===== config.mk =====
export PLATFORM = sky130hd
export DESIGN_NAME = uart_rx_regs
export DESIGN_NICKNAME = d
export VERILOG_FILES = /design/src/rtl/uart_pkg.sv /design/src/rtl/uart_rx_timeout.sv /design/src/rtl/uart_rx_regs.sv
export SDC_FILE = /design/constraint.sdc
export NUM_CORES = 1
export LEC_CHECK = 0
export BUFFER_PORTS_ARGS = -buffer_cell sky130_fd_sc_hd__buf_2
export CAP_MARGIN = 20
export CORE_MARGIN = 4
export CORE_UTILIZATION = 51
export CTS_CLUSTER_DIAMETER = 60
export DETAILED_ROUTE_END_ITERATION = 8
export PLACE_DENSITY = 0.95
export SLEW_MARGIN = 20
export SYNTH_ARGS = -nofsm -noshare
export SYNTH_HDL_FRONTEND = slang
export SYNTH_SLANG_ARGS = --single-unit

===== constraint.sdc =====
create_clock -name clk -period 3.1 [get_ports clk]
set_clock_uncertainty 0.1 [all_clocks]
set_input_delay 0.62 -clock clk [delete_from_list [all_inputs] [get_ports clk]]
set_output_delay 0.62 -clock clk [all_outputs]
set_load 0.02 [all_outputs]

===== src/rtl/uart_pkg.sv =====
// Shared definitions for the receive-UART register front end: register map,
// LSR layout, bus FSM encoding and the FIFO-empty sentinel.
package uart_pkg;

    localparam logic [1:0] REG_RBR = 2'd0;
    localparam logic [1:0] REG_LSR = 2'd1;
    localparam logic [1:0] REG_IER = 2'd2;

    localparam int LSR_AVAIL   = 0;
    localparam int LSR_ERR     = 1;
    localparam int LSR_TIMEOUT = 2;

    localparam logic [31:0] RX_EMPTY = 32'hFFFF_FFFF;

    typedef enum logic [1:0] {
        ST_IDLE   = 2'd0,
        ST_ACK    = 2'd1,
        ST_SETTLE = 2'd2
    } bus_state_t;

    function automatic logic [31:0] lsr_word(input logic avail, input logic err, input logic tmo);
        logic [31:0] w;
        w              = '0;
        w[LSR_AVAIL]   = avail;
        w[LSR_ERR]     = err;
        w[LSR_TIMEOUT] = tmo;
        return w;
    endfunction

endpackage


===== src/rtl/uart_rx_timeout.sv =====
// Character-timeout timer: a saturating down-counter that raises a sticky flag
// once data has sat unread in the FIFO for CYCLES clocks.
module uart_rx_timeout #(
    parameter int CYCLES = 100
) (
    input  logic clk,
    input  logic reset,
    input  logic avail,
    input  logic restart,
    input  logic clear,
    output logic flag
);

    localparam int CW = $clog2(CYCLES + 1);
    localparam logic [CW-1:0] RELOAD = CW'(CYCLES);

    logic [CW-1:0] count;

    always_ff @(posedge clk) begin
        if (reset) begin
            count <= RELOAD;
            flag  <= 1'b0;
        end else begin
            if (!avail || restart) begin
                count <= RELOAD;
            end else if (count != '0) begin
                count <= count - 1'b1;
            end
            // Clearing takes priority: the reader has just serviced the FIFO.
            if (clear) begin
                flag <= 1'b0;
            end else if (avail && count == '0) begin
                flag <= 1'b1;
            end
        end
    end

endmodule


===== src/rtl/uart_rx_regs.sv =====
// CPU-facing register block for the receive UART: turns bus reads into FIFO
// pops, keeps sticky error/timeout status and drives a level interrupt.
module uart_rx_regs
    import uart_pkg::*;
#(
    parameter int SYSTEM_CLK    = 100_000_000,
    parameter int BAUDRATE      = 9600,
    parameter int TIMEOUT_CHARS = 4
) (
    input  logic        clk,
    input  logic        reset,
    input  logic        mem_valid,
    output logic        mem_ready,
    input  logic [3:0]  mem_addr,
    input  logic [3:0]  mem_wstrb,
    input  logic [31:0] mem_wdata,
    output logic [31:0] mem_rdata,
    input  logic [31:0] rx_data,
    input  logic        rx_error,
    output logic        rx_rd,
    output logic        irq
);

    // Computed in 64 bits: chars * 10 * clk can exceed 2^31 at default settings.
    localparam longint TIMEOUT_LONG =
        longint'(TIMEOUT_CHARS) * longint'(10) * longint'(SYSTEM_CLK) / longint'(BAUDRATE);
    localparam int TIMEOUT_CYCLES = int'(TIMEOUT_LONG);

    bus_state_t  state, state_next;
    logic        armed;
    logic        pop_pend;
    logic [2:0]  ier;
    logic        err_sticky;
    logic        timeout_flag;
    logic [31:0] rdata_q;
    logic        irq_q;

    logic        rx_avail;
    logic [1:0]  sel;
    logic        is_write;
    logic        start;
    logic [31:0] read_value;
    logic        unused_bits;

    assign rx_avail    = (rx_data != RX_EMPTY);
    assign sel         = mem_addr[3:2];
    assign is_write    = |mem_wstrb;
    assign unused_bits = ^{mem_addr[1:0], mem_wdata[31:3]};

    // armed re-opens only after mem_valid has been seen low, so a held request
    // is never serviced twice.
    assign start = (state == ST_IDLE) && mem_valid && armed;

    always_comb begin
        read_value = '0;
        case (sel)
            REG_RBR: read_value = rx_data;
            REG_LSR: read_value = lsr_word(rx_avail, err_sticky, timeout_flag);
            REG_IER: read_value = {29'd0, ier};
            default: read_value = '0;
        endcase
    end

    always_comb begin
        state_next = state;
        case (state)
            ST_IDLE:   if (start) state_next = ST_ACK;
            ST_ACK:    state_next = pop_pend ? ST_SETTLE : ST_IDLE;
            ST_SETTLE: state_next = ST_IDLE;
            default:   state_next = ST_IDLE;
        endcase
    end

    always_ff @(posedge clk) begin
        if (reset) begin
            state      <= ST_IDLE;
            armed      <= 1'b1;
            pop_pend   <= 1'b0;
            rdata_q    <= '0;
            ier        <= '0;
            err_sticky <= 1'b0;
            irq_q      <= 1'b0;
        end else begin
            state <= state_next;
            if (start) begin
                armed <= 1'b0;
            end else if (!mem_valid) begin
                armed <= 1'b1;
            end
            if (start) begin
                rdata_q  <= read_value;
                pop_pend <= !is_write && (sel == REG_RBR) && rx_avail;
                if (is_write && sel == REG_IER) begin
                    ier <= mem_wdata[2:0];
                end
            end
            // A new error in the same cycle as the clearing LSR read wins.
            if (rx_error) begin
                err_sticky <= 1'b1;
            end else if (start && !is_write && sel == REG_LSR) begin
                err_sticky <= 1'b0;
            end
            irq_q <= (ier[0] & rx_avail) | (ier[1] & err_sticky) | (ier[2] & timeout_flag);
        end
    end

    // Gating with reset lets a reset landing in ACK suppress the handshake and pop.
    assign mem_ready = (state == ST_ACK) && !reset;
    assign rx_rd     = (state == ST_ACK) && pop_pend && !reset;
    assign mem_rdata = rdata_q;
    assign irq       = irq_q;

    uart_rx_timeout #(
        .CYCLES (TIMEOUT_CYCLES)
    ) u_timeout (
        .clk     (clk),
        .reset   (reset),
        .avail   (rx_avail),
        .restart (start && sel == REG_RBR),
        .clear   (start && sel == REG_RBR && !is_write),
        .flag    (timeout_flag)
    );

endmodule


==> qor.txt <==
Outcome - completed
Primary FF master, synth - dfxtp_1
Peak VDD IR - 0.000327 V
Pre-CTS setup slack - 839 ps
Mux contribution to synthesized area - 3.03%
Worst Max-Slew Pin Slew - 767 ps
Root Driver - clkbuf_8
Largest family of logic cells by synthesized area - simple AND/OR/NAND/NOR gates
Fmax - 0.434 GHz
WL final - 7290 um
Post-CTS setup buffer count - 0
Most common library cells after synthesis - dfxtp_1, nor2_1, a22oi_1, clkbuf_1, o21ai_0
Drt drc - 0
Antenna violations before repair - 0
Sequential power share - 44.6%
Post-Syn Area - 0.00265 mm2
Sequential fraction of the synthesis area - 46.2%
Synthesized area per cell - 8.79 um2
Port Buffer Count - 79
Min Tclk post-route - 2300 ps
Hold Path Depth - 2
Ports - 111
Final Setup Violations - 0
Crit start category - register
End of the worst hold path - pop_pend
Sw Share - 22.9%
Cell taking the most area after synthesis - dfxtp_1
Gate power share - 9.0%
RSZ-0062 raised after global routing - no
Chip height - 80.0 um
DR WL/cell - 16.2 um
Max-Cap Viols - 0
Crit path max fanout - 7
Arr. time, crit path - 2450 ps
Dpl hpwl - 5140 um
R2r setup slk - 800 ps
Initial Util - 54.2%
Count leader, synth - dfxtp_1
Post_cts resized - 0
Mapped Cells - 301
Via count - 2761
Number of global-route vias before repair - 2588
Overall Global Routing Usage - 23.3%
Post-CTS Hold Buffers - 0
Lkg Pwr - 1.38 nW
Simple-Gate Fraction of Synth Area - 26.3%
Crit Path Category - reg -> reg
CTS clk-pin slew, worst paths - 70 ps
Die Wd - 80.0 um
Antenna viol nets, final - 0
Total die area - 0.00640 mm2
CTS sink cnt - 61
Post-route setup TNS - 0 ps
CP cell instances - inv_1 > ha_1 > nor4b_1 > nand3_1 > or3_1 > a211oi_1
Grt total ovfl - 0
Critical path's slowest cell - or3_1
Vias per inst - 6.14
Internal power - 1.43 mW
Clock buffer depth - 2
First-pass GRT wire length - 11600 um
Clk_lat worst skew - 340 ps
Final hold vios - 0
#FFs+latches synth - 61
CP required - 3240 ps
Final net count - 456
H-tree levels - 3
N_diodes - 0
Post-synthesis compound-gate area fraction - 19.7%
Synth Area in XOR/XNOR - 0%
Synth area leaders - dfxtp_1, a22oi_1, nor2_1
GPL Wtd Cong - 0.812
Worst Hold Launch - pop_pend
Worst Setup End Kind - register
Core Area - 0.00488 mm2
Drt pass-1 iters - 5
Post-synthesis cell type count - 42
Critical Path Max Stage Delay - 410 ps
CTS tree - done
Tcrit/Tclk final - 74.3%
Post-synthesis async set-or-reset flop share - 0%
Psw - 0.424 mW
Yosys warnings - 0
Area grow syn2layout - 26.4%
Pin count of the biggest net entering global routing - 37
Headroom to the max-slew limit - 48.4%
Cell Rows - 25
Layout cells sized above 1 - 27.4%
Final core utilization - 68.5%
EDFF count, synth - 0
Adder-cell share of the synthesized area - 0.946%
Max Slew Vio Count - 0
Reg-to-Reg Start - u_timeout.count[0]
Filler cells - 361
Hold crit path type - reg -> reg
Post-synth top area share - 46.2%
Clock share of power - 46.4%
Total power - 1.85 mW
Syn nets - 379
Drt initial violations - 215
PwrDens - 553 mW/mm2
R2R depth - 6
Final Worst Setup Slack - 796 ps
Reg-to-reg critical path endpoint - u_timeout.count[16]
CTS buffer count - 9
## power by group through the flow
| stage | Combinational, mW | Sequential, mW | Clock (mW) |
|---|---|---|---|
| after CTS | 0.165 | 0.824 | 0.872 |
| after detailed placement | 0.164 | 0.841 | 0 |
| after global routing | 0.183 | 0.827 | 0.904 |
| after global placement | 0.158 | 0.839 | 0 |
| after floorplan | 0.0850 | 0.850 | 0 |
| final | 0.167 | 0.825 | 0.859 |
## stage by stage
| stage | area (um2) | hold slack [ps] | instances |
|---|---|---|---|
| after global placement | 3100 | 358 | 434 |
| after global routing | 3340 | 401 | 450 |
| after detailed placement | 3100 | 360 | 434 |
| after CTS | 3340 | 368 | 450 |
| final | 3340 | 365 | 450 |
| after floorplan | 2650 | 340 | 301 |
## layout by cell type, fill, tap and decap left out, types with 4 or more instances in the layout
cell      netlist  final
mux2i_1         8      8
a211oi_1        4      4
nand3b_1        4      4
a21oi_1        12     12
o31ai_1         6      6
o21ai_0        14     14
nand2_1         6      6
buf_4           0      9
buf_2           2     79
or4_1           9      9
a22oi_1        30     30
nor4_1          6      6
nor2_1         42     42
dfxtp_1        61     61
nand3_1        11     11
clkbuf_8        0     10
nor3_1         13     12
or3_1           6      6
nand4_1        11     11
## area by class of cell
cell class              instances  area [um2]  share of cell area, %
multi-input cells             215        1330                   39.6
clock buffers                  12         145                   4.34
clock inverters                 4        95.1                   2.84
flip-flops and latches         61        1220                   36.5
repair buffers                 88         463                   13.8
inverters                       3        11.3                  0.337
well taps                      67        83.8                   2.51
## sequential cells by signal, summed over array words and instances (netlist names)
name,count
err_sticky,1
ier,3
u_timeout.flag,1
irq,1
armed,1
u_timeout.count,19
state,2
mem_rdata,32
pop_pend,1
## metal layers
layer,vias to the layer above,global-route usage (%),routed length (um)
met5,-,0,0
li1,1297,-,-
met1,1284,27.4,2870
met3,33,7.45,681
met2,147,36.6,3440
met4,0,14.4,298
## logic make-up (layout without fill, tap and decap cells)
kind of cell,after synthesis,after routing
adders and majority gates,2,2
buffers and inverters,25,107
and+or+nand+nor,127,127
AOI/OAI and AO/OA,78,78
muxes,8,8
DFF,61,61
## critical path: cells and delay by family (launching register included)
kind	cells	cell delay, ps
AOI/OAI and AO/OA	1	270
adders and majority gates	1	240
buffers and inverters	1	120
DFF	1	350
and+or+nand+nor	3	1120
## worst max path at each step
stage	startpoint	end	slack, ps	cells past startpoint
after floorplan	reset	rx_rd	690	3
after global placement	rx_data[1]	u_timeout.count[15]	880	5
after detailed placement	u_timeout.count[0]	u_timeout.count[16]	840	6
after CTS	u_timeout.count[0]	u_timeout.count[16]	820	6
after global routing	u_timeout.count[0]	u_timeout.count[16]	560	6
final	u_timeout.count[0]	u_timeout.count[16]	800	6
(Power assumes the default switching activity.)
